==> config.mk <==
export PLATFORM = sky130hd
export DESIGN_NAME = la_gpio_irqctrl
export DESIGN_NICKNAME = d
export VERILOG_FILES = /design/src/rtl/la_gpio_irqctrl.sv
export SDC_FILE = /design/constraint.sdc
export NUM_CORES = 1
export LEC_CHECK = 0
export CORE_UTILIZATION = 45
export CTS_CLUSTER_SIZE = 25
export DETAILED_ROUTE_END_ITERATION = 8
export GPL_TIMING_DRIVEN = 0
export PLACE_DENSITY_LB_ADDON = 0.3
export REMOVE_ABC_BUFFERS = 1
export SLEW_MARGIN = 40
export SYNTH_ARGS = -nofsm -noshare
export SYNTH_HDL_FRONTEND = slang
export SYNTH_SLANG_ARGS = --single-unit
==> constraint.sdc <==
create_clock -name clk -period 2.4 [get_ports clk]
set_input_delay 0.6 -clock clk [delete_from_list [all_inputs] [get_ports clk]]
set_output_delay 0.6 -clock clk [all_outputs]
set_load 0.02 [all_outputs]
==> src/rtl/la_gpio_irqctrl.sv <==
// GPIO bank controller: output/OE registers, synchronized inputs, level/edge events into W1C STATUS, one IRQ.
// Optional per-pin input debounce filter when LA_GPIO_DEBOUNCE_EN is defined.
module la_gpio_irqctrl #(
  parameter int N   = 8,
  parameter int DBW = 8
) (
  input  logic         clk,
  input  logic         reset,
  input  logic         reg_valid,
  input  logic         reg_write,
  input  logic [2:0]   reg_addr,
  input  logic [N-1:0] reg_wdata,
  output logic         reg_ready,
  output logic         reg_rvalid,
  output logic [N-1:0] reg_rdata,
  input  logic         reg_rready,
  input  logic [N-1:0] gpio_in,
  output logic [N-1:0] gpio_out,
  output logic [N-1:0] gpio_oe,
  output logic         gpio_irq
);

  localparam logic [2:0] ADDR_OUT    = 3'd0;
  localparam logic [2:0] ADDR_OE     = 3'd1;
  localparam logic [2:0] ADDR_IN     = 3'd2;
  localparam logic [2:0] ADDR_IRQEN  = 3'd3;
  localparam logic [2:0] ADDR_TYPE   = 3'd4;
  localparam logic [2:0] ADDR_POL    = 3'd5;
  localparam logic [2:0] ADDR_STATUS = 3'd6;
  localparam logic [2:0] ADDR_DBNC   = 3'd7;

  logic [N-1:0] out_q, out_d, oe_q, oe_d, en_q, en_d;
  logic [N-1:0] type_q, type_d, pol_q, pol_d, status_q, status_d;
  logic [N-1:0] s1_q, s2_q, s3_q;
  logic [N-1:0] rdata_q, rdata_d;
  logic         rvalid_q, rvalid_d, irq_q, irq_d;
  logic         accept, wr_en, rd_en;
  logic [N-1:0] det_s, det_sd, ev, w1c, rd_word;

  // Handshake: a request is taken when reg_valid & reg_ready; a read response
  // (reg_rvalid/reg_rdata) is held until the cycle in which reg_rready is high.
  always_comb begin
    reg_ready = ~rvalid_q | reg_rready;
    accept    = reg_valid & reg_ready;
    wr_en     = accept & reg_write;
    rd_en     = accept & ~reg_write;
  end

`ifdef LA_GPIO_DEBOUNCE_EN
  logic [DBW-1:0] dbnc_q, dbnc_d;
  logic [DBW-1:0] cnt_q [N];
  logic [DBW-1:0] cnt_d [N];
  logic [DBW-1:0] eff   [N];
  logic [N-1:0]   f_q, f_d, fd_q;

  // eff = cycles s2 has been stable minus one; f follows s2 once eff reaches DBNC.
  always_comb begin
    dbnc_d = (wr_en && reg_addr == ADDR_DBNC) ? DBW'(reg_wdata) : dbnc_q;
    f_d    = f_q;
    for (int i = 0; i < N; i++) begin
      eff[i]   = (s2_q[i] != s3_q[i]) ? '0 : cnt_q[i];
      cnt_d[i] = (&eff[i]) ? eff[i] : eff[i] + DBW'(1);
      if (eff[i] >= dbnc_q) f_d[i] = s2_q[i];
    end
  end

  always_ff @(posedge clk) begin
    if (reset) begin
      dbnc_q <= '0;
      f_q    <= '0;
      fd_q   <= '0;
      for (int i = 0; i < N; i++) cnt_q[i] <= '0;
    end else begin
      dbnc_q <= dbnc_d;
      f_q    <= f_d;
      fd_q   <= f_q;
      for (int i = 0; i < N; i++) cnt_q[i] <= cnt_d[i];
    end
  end

  assign det_s  = f_q;
  assign det_sd = fd_q;
`else
  assign det_s  = s2_q;
  assign det_sd = s3_q;
`endif

  always_comb begin
    ev       = ~(det_s ^ pol_q) & (~type_q | (det_s ^ det_sd));
    w1c      = (wr_en && reg_addr == ADDR_STATUS) ? reg_wdata : '0;
    status_d = ev | (status_q & ~w1c);
    out_d    = (wr_en && reg_addr == ADDR_OUT)   ? reg_wdata : out_q;
    oe_d     = (wr_en && reg_addr == ADDR_OE)    ? reg_wdata : oe_q;
    en_d     = (wr_en && reg_addr == ADDR_IRQEN) ? reg_wdata : en_q;
    type_d   = (wr_en && reg_addr == ADDR_TYPE)  ? reg_wdata : type_q;
    pol_d    = (wr_en && reg_addr == ADDR_POL)   ? reg_wdata : pol_q;
    irq_d    = |(status_d & en_d);
    case (reg_addr)
      ADDR_OUT:    rd_word = out_q;
      ADDR_OE:     rd_word = oe_q;
      ADDR_IN:     rd_word = det_s;
      ADDR_IRQEN:  rd_word = en_q;
      ADDR_TYPE:   rd_word = type_q;
      ADDR_POL:    rd_word = pol_q;
      ADDR_STATUS: rd_word = status_q;
`ifdef LA_GPIO_DEBOUNCE_EN
      default:     rd_word = N'(dbnc_q);
`else
      default:     rd_word = '0;
`endif
    endcase
    rdata_d  = rd_en ? rd_word : rdata_q;
    rvalid_d = rd_en ? 1'b1 : (reg_rready ? 1'b0 : rvalid_q);
  end

  always_ff @(posedge clk) begin
    if (reset) begin
      out_q    <= '0;
      oe_q     <= '0;
      en_q     <= '0;
      type_q   <= '0;
      pol_q    <= '0;
      status_q <= '0;
      s1_q     <= '0;
      s2_q     <= '0;
      s3_q     <= '0;
      rdata_q  <= '0;
      rvalid_q <= 1'b0;
      irq_q    <= 1'b0;
    end else begin
      out_q    <= out_d;
      oe_q     <= oe_d;
      en_q     <= en_d;
      type_q   <= type_d;
      pol_q    <= pol_d;
      status_q <= status_d;
      s1_q     <= gpio_in;
      s2_q     <= s1_q;
      s3_q     <= s2_q;
      rdata_q  <= rdata_d;
      rvalid_q <= rvalid_d;
      irq_q    <= irq_d;
    end
  end

  assign reg_rvalid = rvalid_q;
  assign reg_rdata  = rdata_q;
  assign gpio_out   = out_q;
  assign gpio_oe    = oe_q;
  assign gpio_irq   = irq_q;

endmodule
==> reports/metrics.yaml <==
synth_edf_count: 0
yosysUniqueCellTypes: 38
clock-sinks: 82
hold_viol_final: 0
synth-seq-cells: 82
synth_area_mm2: 0.00343
hold_class: "flop to flop"
max_stage_delay_ps: 490
post_dp_cell_area_mm2: 0.00396
gp_congestion: 0.812
p_leak_nw: 1.59
timing.hold.ws_ps: 442
antenna_left: 0
nets: 419
synthArstFlopShare_pct: 0
ys_seq_area_share_pct: 47.9
routedWlPerCell_um: 15.9
clk_path_buf_depth: 2
reg2reg_depth: 5
syn-mean-instance-area_um2: 9.85
cts_tree: "done"
cp-startpoint: "reg_valid"
tns_ps: 0
drc: 0
grt_pass1_vias: 2381
drt_pass1_iterations: 4
r2r-end: "gpio_irq"
vias_per_cell: 5.45
grt_util_all_layers_pct: 20.8
critPathCaptureType: "flop"
cts-buffers-inserted: 9
start_util_pct: 47.0
r2r_slack_ps: 520
clkLatencyLatePin_ps: 360
critPathKind: "primary input to flop"
vias: 2721
area_growth_pct: 25.1
timing.rr.start: "reg_rvalid"
crit_chain: "clkdlybuf4s50_1 -> and2_2 -> nand3_4 -> a2111o_1 -> a222oi_1 -> a41oi_1"
ys_dominant_reg_cell: "dfxtp_1"
grt_pass1_wl_um: 12100
period_minus_slack_ps: 2320
core_mm2: 0.00729
fin_worst_skew_ps: 6.05
rows: 31
nFillCells: 679
clock.fmax_mhz: 430
hpwl_um: 5060
clk_pin_slew_ps: 80
gr-total-overflow: 0
power_mw: 2.89
antennaDiodeCount: 0
root_buffer: "clkbuf_8"
ys_warn_count: 0
startpoint_type: "primary input"
grt_start_max_net_pins: 43
tightest_slew_ps: 771
cts_hold_buf: 0
endpoint: "gpio_irq"
slowest_stage: "clkdlybuf4s50_1"
synthCells: 348
slew_violations: 0
cp.required_ps: 2620
max_slew_margin_pct: 48.6
io_pins: 51
drive_gt1_share_pct: 11.3
vdd_drop_max_uv: 283
fin_area_mm2: 0.00429
die_area_mm2: 0.00797
htree_levels: 3
status: "finished clean"
rsz0062_at_grt: "no"
drtIter0Drc: 159
antenna_found_initial: 0
worstPathArrival_ps: 2540
drt_wl_total_um: 7920
period_share_pct: 96.8
port_buffers: 50
crit_path_max_fanout: 7
drv_cap: 0
finalSetupViolCount: 0
die_h_um: 89.3
final_util_pct: 58.8
power.density_mw_per_mm2: 674
die_w_um: 89.3
[worst min path at each step]
stage,startpoint,endpoint,slack (ps),cells past startpoint
after floorplan,s1_q[0],det_s[0],410,1
after global placement,s1_q[2],det_s[2],420,1
after detailed placement,s1_q[4],det_s[4],430,1
after CTS,s1_q[4],det_s[4],440,1
after global routing,s1_q[0],det_s[0],460,1
final,s1_q[4],det_s[4],440,1
[metal layers]
metal | track usage (%) | vias up | wire length, um
met2 | 31.2 | 96 | 3540
met1 | 28.8 | 1288 | 3730
li1 | - | 1323 | -
met5 | 0 | - | 0
met3 | 4.89 | 14 | 504
met4 | 8.95 | 0 | 143
[worst max-delay path, delay by kind of cell]
kind / cells / cell delay (ps)
compound gates: 3 / 1090
buf+inv: 1 / 490
simple gates: 2 / 360
[synth_stat cells, drive strengths merged (4+ instances only)]
library cell / number / area [um2]
dfxtp: 82 / 1640
nor2: 46 / 173
nor2b: 46 / 288
mux2i: 41 / 410
a21oi: 18 / 90.1
nand2: 17 / 63.8
clkbuf: 12 / 45.0
buf: 9 / 53.8
mux2: 8 / 93.8
o211ai: 8 / 60.1
a22oi: 7 / 52.6
nor3: 7 / 35.0
and3: 5 / 31.3
nand3: 5 / 30.0
a2111oi: 4 / 35.0
a32oi: 4 / 35.0
mux4: 4 / 90.1
[cell type report]
cell class	count	area, um2	area share (%)
Clock buffer	10	138	3.21
Clock inverter	6	114	2.65
Multi-Input combinational cell	245	1720	40.1
Sequential cell	82	1640	38.3
Tap cell	99	124	2.89
Timing Repair Buffer	57	554	12.9
[repair_timing]
| item | CTS | global route |
|---|---|---|
| setup endpoints to repair | 5 | 7 |
| pin swaps | 0 | 3 |
| setup buffers | 0 | 6 |
| resized for setup | 6 | 4 |
[power by group]
part           internal, mW  leakage, nW  switching (mW)
Combinational         0.116        0.801           0.128
Clock                 0.721        0.119           0.506
Sequential             1.40        0.669          0.0236
Total                  2.23         1.59           0.657
[per-stage QoR]
step | setup slack, ps | cells
2_1_floorplan | 138 | 327
3_3_place_gp | -1500 | 476
3_5_place_dp | -571 | 477
4_1_cts | -1.89 | 493
5_1_grt | 22.0 | 499
6_report | 75.9 | 499
[registers in the layout, indices dropped and copies added (netlist names)]
name        cells
en_q            8
pol_q           8
reg_rdata       8
s1_q            8
det_s           8
gpio_out        8
det_sd          8
gpio_oe         8
status_q        8
gpio_irq        1
reg_rvalid      1
type_q          8
[layout by cell type, fill, tap and decap left out, types with 4 or more instances in the layout]
cell type and count:
nor3_1 7, clkdlybuf4s50_1 45, dfxtp_1 82, nor2b_1 46
a2111oi_0 4, a22oi_1 7, nand2_1 17, a21oi_1 18
nor2_1 46, mux4_2 4, nand3_1 4, clkbuf_8 10
buf_4 10, o211ai_1 8, a32oi_1 4, mux2_2 7
and3_1 4, mux2i_1 41
[cells by family after synthesis]
family / count (synthesis) / share of synthesized area (%)
DFF: 82 / 47.9
buffers and inverters: 21 / 2.88
and+or+nand+nor: 138 / 20.7
muxes: 53 / 17.3
xor gates and xnor gates: 2 / 0.511
AOI/OAI and AO/OA: 52 / 10.7
No activity file was read; power rests on OpenSTA's default activity.
